$ cat config.mk
export PLATFORM = sky130hd
export DESIGN_NAME = lpb_burst_buffer
export DESIGN_NICKNAME = d
export VERILOG_FILES = /design/src/rtl/lpb_pkg.sv /design/src/rtl/lpb_fifo.sv /design/src/rtl/lpb_burst_buffer.sv
export SDC_FILE = /design/constraint.sdc
export NUM_CORES = 2
export LEC_CHECK = 0
export BUFFER_PORTS_ARGS = -buffer_cell sky130_fd_sc_hd__buf_2
export CAP_MARGIN = 40
export CORE_AREA = 4 4 400 402
export CTS_CLUSTER_DIAMETER = 150
export DETAILED_ROUTE_END_ITERATION = 10
export DIE_AREA = 0 0 404 406
export PLACE_DENSITY = 0.8
export SYNTH_ARGS = -nofsm -noshare
export SYNTH_HDL_FRONTEND = slang
export SYNTH_SLANG_ARGS = --single-unit
$ cat constraint.sdc
create_clock -name clock -period 32.7 [get_ports clock]
set_clock_uncertainty 0.05 [all_clocks]
set_input_delay 1.635 -clock clock [delete_from_list [all_inputs] [get_ports clock]]
set_output_delay 1.635 -clock clock [all_outputs]
set_load 0.03 [all_outputs]
$ cat src/rtl/lpb_pkg.sv
// Shared types and helpers for the burst-gated loopback buffer.
package lpb_pkg;

    typedef enum logic [0:0] {
        IDLE   = 1'b0,
        ACTIVE = 1'b1
    } lpb_state_e;

    // Field ports are fixed at the top level; NUM_FIELDS selects how many are live.
    localparam int unsigned MAX_FIELDS = 8;

    function automatic int unsigned cnt_w(input int unsigned n);
        return $clog2(n + 1);
    endfunction

endpackage

$ cat src/rtl/lpb_fifo.sv
// First-word fall-through FIFO; head entry is visible as soon as it is written.
module lpb_fifo #(
    parameter int unsigned WIDTH = 8,
    parameter int unsigned DEPTH = 4
) (
    input  logic             clock,
    input  logic             reset,
    input  logic             push,
    input  logic [WIDTH-1:0] push_data,
    output logic             full,
    input  logic             pop,
    output logic [WIDTH-1:0] pop_data,
    output logic             empty
);

    localparam int unsigned AW = $clog2(DEPTH);

    logic [AW:0]      wr_ptr;
    logic [AW:0]      rd_ptr;
    logic [WIDTH-1:0] mem [DEPTH];
    logic             do_push;
    logic             do_pop;

    // Extra wrap bit distinguishes full from empty when the indices match.
    assign empty   = (wr_ptr == rd_ptr);
    assign full    = (wr_ptr[AW] != rd_ptr[AW]) && (wr_ptr[AW-1:0] == rd_ptr[AW-1:0]);
    assign do_push = push && !full;
    assign do_pop  = pop && !empty;

    always_ff @(posedge clock or posedge reset) begin
        if (reset) begin
            wr_ptr <= '0;
            rd_ptr <= '0;
        end else begin
            if (do_push) wr_ptr <= wr_ptr + (AW+1)'(1);
            if (do_pop)  rd_ptr <= rd_ptr + (AW+1)'(1);
        end
    end

    always_ff @(posedge clock) begin
        if (do_push) mem[wr_ptr[AW-1:0]] <= push_data;
    end

    // Data reads as zero whenever nothing is buffered, including during reset.
    assign pop_data = empty ? '0 : mem[rd_ptr[AW-1:0]];

endmodule

$ cat src/rtl/lpb_burst_buffer.sv
// Burst-gated loopback buffer: ctrl tokens admit fixed-length bursts through a
// FWFT FIFO, and each fully drained burst returns one completion token.
module lpb_burst_buffer
    import lpb_pkg::*;
#(
    parameter int unsigned NUM_FIELDS      = 8,
    parameter int unsigned FIELD_W         = 64,
    parameter int unsigned DEPTH           = 4,
    parameter int unsigned BURST_LEN       = 16,
    parameter int unsigned MAX_CREDITS     = 4,
    parameter int unsigned MAX_OUTSTANDING = 2
) (
    input  logic               clock,
    input  logic               reset,
    input  logic               in0_valid,
    input  logic [FIELD_W-1:0] in0_data_field0,
    input  logic [FIELD_W-1:0] in0_data_field1,
    input  logic [FIELD_W-1:0] in0_data_field2,
    input  logic [FIELD_W-1:0] in0_data_field3,
    input  logic [FIELD_W-1:0] in0_data_field4,
    input  logic [FIELD_W-1:0] in0_data_field5,
    input  logic [FIELD_W-1:0] in0_data_field6,
    input  logic [FIELD_W-1:0] in0_data_field7,
    output logic               in0_ready,
    input  logic               inCtrl_valid,
    output logic               inCtrl_ready,
    output logic               out0_valid,
    output logic [FIELD_W-1:0] out0_data_field0,
    output logic [FIELD_W-1:0] out0_data_field1,
    output logic [FIELD_W-1:0] out0_data_field2,
    output logic [FIELD_W-1:0] out0_data_field3,
    output logic [FIELD_W-1:0] out0_data_field4,
    output logic [FIELD_W-1:0] out0_data_field5,
    output logic [FIELD_W-1:0] out0_data_field6,
    output logic [FIELD_W-1:0] out0_data_field7,
    input  logic               out0_ready,
    output logic               outCtrl_valid,
    input  logic               outCtrl_ready
);

    localparam int unsigned DATA_W = NUM_FIELDS * FIELD_W;
    localparam int unsigned CRED_W = cnt_w(MAX_CREDITS);
    localparam int unsigned OUTS_W = cnt_w(MAX_OUTSTANDING);
    localparam int unsigned BEAT_W = cnt_w(BURST_LEN);

    lpb_state_e        state;
    lpb_state_e        state_nxt;
    logic [CRED_W-1:0] credits;
    logic [CRED_W-1:0] credits_nxt;
    logic [OUTS_W-1:0] outstanding;
    logic [OUTS_W-1:0] outstanding_nxt;
    logic [OUTS_W-1:0] done_cnt;
    logic [OUTS_W-1:0] done_cnt_nxt;
    logic [BEAT_W-1:0] in_cnt;
    logic [BEAT_W-1:0] in_cnt_nxt;
    logic [BEAT_W-1:0] out_cnt;
    logic [BEAT_W-1:0] out_cnt_nxt;
    logic              inctrl_rdy_q;
    logic              admit;
    logic              burst_done;
    logic              in_xfer;
    logic              out_xfer;
    logic              ictl_xfer;
    logic              octl_xfer;
    logic              fifo_full;
    logic              fifo_empty;
    logic [DATA_W-1:0] push_data;
    logic [DATA_W-1:0] pop_data;
    logic [FIELD_W-1:0] in_fields  [MAX_FIELDS];
    logic [FIELD_W-1:0] out_fields [MAX_FIELDS];

    // Field ports <-> flat FIFO word
    assign in_fields[0] = in0_data_field0;
    assign in_fields[1] = in0_data_field1;
    assign in_fields[2] = in0_data_field2;
    assign in_fields[3] = in0_data_field3;
    assign in_fields[4] = in0_data_field4;
    assign in_fields[5] = in0_data_field5;
    assign in_fields[6] = in0_data_field6;
    assign in_fields[7] = in0_data_field7;

    always_comb begin
        push_data = '0;
        for (int unsigned i = 0; i < NUM_FIELDS; i++) begin
            push_data[i*FIELD_W +: FIELD_W] = in_fields[i];
        end
    end

    always_comb begin
        for (int unsigned i = 0; i < MAX_FIELDS; i++) begin
            out_fields[i] = '0;
        end
        for (int unsigned i = 0; i < NUM_FIELDS; i++) begin
            out_fields[i] = pop_data[i*FIELD_W +: FIELD_W];
        end
    end

    assign out0_data_field0 = out_fields[0];
    assign out0_data_field1 = out_fields[1];
    assign out0_data_field2 = out_fields[2];
    assign out0_data_field3 = out_fields[3];
    assign out0_data_field4 = out_fields[4];
    assign out0_data_field5 = out_fields[5];
    assign out0_data_field6 = out_fields[6];
    assign out0_data_field7 = out_fields[7];

    // Handshake decode; every ready/valid is a function of state flops only.
    assign in0_ready     = (state == ACTIVE) && !fifo_full;
    assign out0_valid    = !fifo_empty;
    assign outCtrl_valid = (done_cnt != '0);
    assign inCtrl_ready  = inctrl_rdy_q;

    assign in_xfer   = in0_valid && in0_ready;
    assign out_xfer  = out0_valid && out0_ready;
    assign ictl_xfer = inCtrl_valid && inCtrl_ready;
    assign octl_xfer = outCtrl_valid && outCtrl_ready;

    lpb_fifo #(
        .WIDTH (DATA_W),
        .DEPTH (DEPTH)
    ) u_fifo (
        .clock     (clock),
        .reset     (reset),
        .push      (in_xfer),
        .push_data (push_data),
        .full      (fifo_full),
        .pop       (out_xfer),
        .pop_data  (pop_data),
        .empty     (fifo_empty)
    );

    // Ingress FSM: admit a burst, then accept exactly BURST_LEN beats.
    always_comb begin
        state_nxt = state;
        admit     = 1'b0;
        case (state)
            IDLE: begin
                if ((credits != '0) && (outstanding < OUTS_W'(MAX_OUTSTANDING))) begin
                    admit     = 1'b1;
                    state_nxt = ACTIVE;
                end
            end
            ACTIVE: begin
                if (in_xfer && (in_cnt == BEAT_W'(BURST_LEN - 1))) begin
                    state_nxt = IDLE;
                end
            end
            default: state_nxt = IDLE;
        endcase
    end

    // Credit, outstanding and beat accounting
    always_comb begin
        credits_nxt     = credits;
        outstanding_nxt = outstanding;
        done_cnt_nxt    = done_cnt;
        in_cnt_nxt      = in_cnt;
        out_cnt_nxt     = out_cnt;
        burst_done      = 1'b0;

        if (ictl_xfer && !admit)      credits_nxt = credits + CRED_W'(1);
        else if (!ictl_xfer && admit) credits_nxt = credits - CRED_W'(1);

        if (admit && !octl_xfer)      outstanding_nxt = outstanding + OUTS_W'(1);
        else if (!admit && octl_xfer) outstanding_nxt = outstanding - OUTS_W'(1);

        if (admit)        in_cnt_nxt = '0;
        else if (in_xfer) in_cnt_nxt = in_cnt + BEAT_W'(1);

        if (out_xfer) begin
            if (out_cnt == BEAT_W'(BURST_LEN - 1)) begin
                out_cnt_nxt = '0;
                burst_done  = 1'b1;
            end else begin
                out_cnt_nxt = out_cnt + BEAT_W'(1);
            end
        end

        if (burst_done && !octl_xfer)      done_cnt_nxt = done_cnt + OUTS_W'(1);
        else if (!burst_done && octl_xfer) done_cnt_nxt = done_cnt - OUTS_W'(1);
    end

    always_ff @(posedge clock or posedge reset) begin
        if (reset) begin
            state        <= IDLE;
            credits      <= '0;
            outstanding  <= '0;
            done_cnt     <= '0;
            in_cnt       <= '0;
            out_cnt      <= '0;
            inctrl_rdy_q <= 1'b0;
        end else begin
            state        <= state_nxt;
            credits      <= credits_nxt;
            outstanding  <= outstanding_nxt;
            done_cnt     <= done_cnt_nxt;
            in_cnt       <= in_cnt_nxt;
            out_cnt      <= out_cnt_nxt;
            inctrl_rdy_q <= (credits_nxt < CRED_W'(MAX_CREDITS));
        end
    end

endmodule

==> out/results.ini <==
[outcome]
status=finished clean

[critical_path]
r2r_start=u_fifo.rd_ptr[1]$_DFFE_PP0P_
cp_max_fo=92
critPathKind=register to primary output
crit_chain=buf_16 > xnor2_2 > nand3_4 > buf_4 > buf_4 > buf_16 > buf_4 > buf_16 > and2_1 > buf_2
cpPeakStageDelay_ns=0.75
cp.arrival_ns=5.27
cp-end-kind=primary output
reg2reg_to=u_fifo.mem[2][343]$_DFFE_PP_
slowest_stage=buf_4
r2r_slack_ns=27.47
setup.worst_path.start_class=register
worstSetupStartpoint=u_fifo.rd_ptr[1]$_DFFE_PP0P_
cp.required_ns=31.01
critPathCapture=out0_data_field2[13]
r2r_cells=11

[logic_synthesis]
synthMuxAreaShare_pct=14.7
yosysMostFrequentCell=edfxtp_1
yosys.area.top_type_share_pct=78.0
avgSynthCellArea_um2=23.4
synth_edf_count=2048
synth_cell_types=36
synth_xor_area_share_pct=0.262
synth_compound_area_share_pct=0.200
synth_fa_ha_area_share_pct=0.238
synth_largest_area_cell=edfxtp_1
yosysSeqAreaShare_pct=78.8
synth_area_leaders=edfxtp_1, mux4_2, and2_1
synth-simple-area-share_pct=4.28
async_reset_ff_share_pct=1.21
synth_common_cells=edfxtp_1, and2_1, mux4_2
syn_nets=3908
synthFlopType=edfxtp_1
syn_area_mm2=0.0788
synth-seq-cells=2073
synth_top_family_by_area=multiplexers
syn_inst=3375
yosysWarnings=0

[sta]
relSlewSlack_pct=28.5
fin_ws_ns=25.75
fmax_mhz=144
layout_worst_path_cycle_share_pct=21.3
setup-tns-final_ns=0
period_needed_ns=6.95
drv_slew=0
hold_viol=0
finalSetupViolations=0
rsz0062_at_grt=false
worst_pin_slew_ns=1.07

[power_and_ir_drop]
p_per_area_mw_per_mm2=114
leakage_nw=31.9
ir_worst_vdd_v=0.000103
power.share.switching_pct=39.7
combPwrFrac_pct=43.9
power_switching_w=0.00421
total_power_w=0.0106
clock_power_share_pct=20.7
p_int_w=0.00640
pwr-share-seq_pct=35.3

[route]
ant_nets=0
wire_per_inst_um=27.8
dr.pass1.iters=5
drt_iter0_markers=4225
vias_per_cell=5.74
vias=39169
drc_errors=0
routed_wl_mm=190

[finish]
drive_above_1_share_pct=40.9
areaGrowthSynthToFinish_pct=18.5
nNetsFinal=5060
fillers=10529

[placed_design]
dp_slack_ns=26.52
io_buffers=1033
gp_congestion=0.824
dp_hpwl_mm=118

[clock_network]
cts_tree=yes
cts.repair.resized=0
cts_buffers=199
clock-root-buffer=clkbuf_16
clkSinkCount=2073
h-tree-depth=4
path_clk_slew_ns=0.06
post_cts_buffers=0
ctsLongestPathBuffers=3
hold_buffers=0
clk_latency_ns=0.79

[global_route]
grt_max_degree=159
antenna_found_initial=116
grt_use_total_pct=22.6
grt_pass1_vias=41085
grt_first_pass_wirelength_mm=274
overflow=0

[die]
rows=145
die-width_um=404
start_util_pct=50.5
coreArea_mm2=0.156
die-area_mm2=0.164
die_y_um=406
ios=1034

[hold_path]
hold_class=register to register

[job]
cap_violations=0

==> sequential cells by signal (all words and copies together), names as in the netlist <==
| signal | flops |
|---|---|
| in_cnt | 5 |
| u_fifo.mem | 2048 |
| out_cnt | 5 |
| u_fifo.wr_ptr | 3 |
| u_fifo.rd_ptr | 3 |
| outstanding | 2 |
| inCtrl_ready | 1 |
| state | 1 |
| done_cnt | 2 |
| credits | 3 |
==> layout make-up <==
| class | instances | area (um2) | area share (%) |
|---|---|---|---|
| Timing Repair Buffer | 1121 | 6610 | 7.07 |
| Clock buffer | 255 | 5220 | 5.59 |
| Inverter | 11 | 41.3 | 0.0442 |
| Clock inverter | 106 | 1060 | 1.14 |
| Tap cell | 2058 | 2570 | 2.76 |
| Sequential cell | 2073 | 62100 | 66.5 |
| Multi-Input combinational cell | 1121 | 15600 | 16.7 |
| Antenna cell | 79 | 198 | 0.212 |
==> power groups by stage <==
stage          Clock [W]  Sequential, W  Combinational (W)
3_3_place_gp           0        0.00378            0.00451
5_1_grt          0.00237        0.00379            0.00489
2_1_floorplan          0        0.00419            0.00317
4_1_cts          0.00224        0.00375            0.00471
6_report         0.00220        0.00375            0.00466
3_5_place_dp           0        0.00379            0.00466
==> worst min-delay path by stage <==
stage | startpoint | endpoint | slack, ns | cells past startpoint
floorplan | done_cnt[1]$_DFFE_PP0P_ | done_cnt[1]$_DFFE_PP0P_ | 0.38 | 1
global placement | done_cnt[1]$_DFFE_PP0P_ | done_cnt[1]$_DFFE_PP0P_ | 0.40 | 1
detailed placement | done_cnt[1]$_DFFE_PP0P_ | done_cnt[1]$_DFFE_PP0P_ | 0.40 | 1
CTS | done_cnt[1]$_DFFE_PP0P_ | done_cnt[1]$_DFFE_PP0P_ | 0.42 | 1
global route | done_cnt[1]$_DFFE_PP0P_ | done_cnt[1]$_DFFE_PP0P_ | 0.43 | 1
finish | done_cnt[1]$_DFFE_PP0P_ | done_cnt[1]$_DFFE_PP0P_ | 0.41 | 1
==> critical path, delay by kind of cell, from the launching register on <==
family | cells | cell delay [ns]
DFF | 1 | 0.59
and+or+nand+nor | 2 | 0.80
buffers and inverters | 7 | 2.54
xor gates and xnor gates | 1 | 0.27
==> cells in the final DEF (no fill, tap or decap), types with 4 or more instances in the layout <==
master         n
inv_6          5
buf_2       1033
and2_1       512
clkinvlp_4     4
buf_12         4
clkinv_1      41
mux4_2       512
inv_1         11
clkbuf_16    200
a31oi_1        4
clkinv_16      9
edfxtp_1    2048
diode_2       79
bufinv_16     11
xnor2_1        7
nand2_1        9
nor2_1         5
buf_16        36
xor2_1        11
ha_1          15
clkbuf_1      54
buf_4         47
mux2i_1        6
o21ai_0        8
dfrtp_1       23
clkinv_2      29
==> per-layer routing <==
layer  wire (um)  part of all wire [%]  track usage [%]  vias up
met5         604                  0.32                0        -
met2       94800                    50             36.5     1910
met3       17500                   9.2             7.36      484
met4        8490                   4.5             10.5       88
met1       68200                    36             28.1    20412
li1            -                     -                -    16275
==> cell families (layout without fill, tap and decap cells) <==
| logic type | after synthesis | count (layout) |
|---|---|---|
| simple gates | 543 | 543 |
| fa+ha+maj | 15 | 15 |
| flops | 2073 | 2073 |
| mux | 521 | 521 |
| xor+xnor | 21 | 21 |
| compound gates | 21 | 21 |
| other cells | 0 | 79 |
| buf+inv | 181 | 1493 |
==> per-stage QoR <==
step	hold slack, ns	instance area [um2]	cells	utilization [%]
4_1_cts	0.416	93200	6745	59.7
3_3_place_gp	0.396	85900	6347	55.1
2_1_floorplan	0.384	78800	3375	-
5_1_grt	0.429	93300	6796	59.8
6_report	0.410	93400	6824	59.9
3_5_place_dp	0.401	86900	6384	55.7
(Power assumes the default switching activity.)
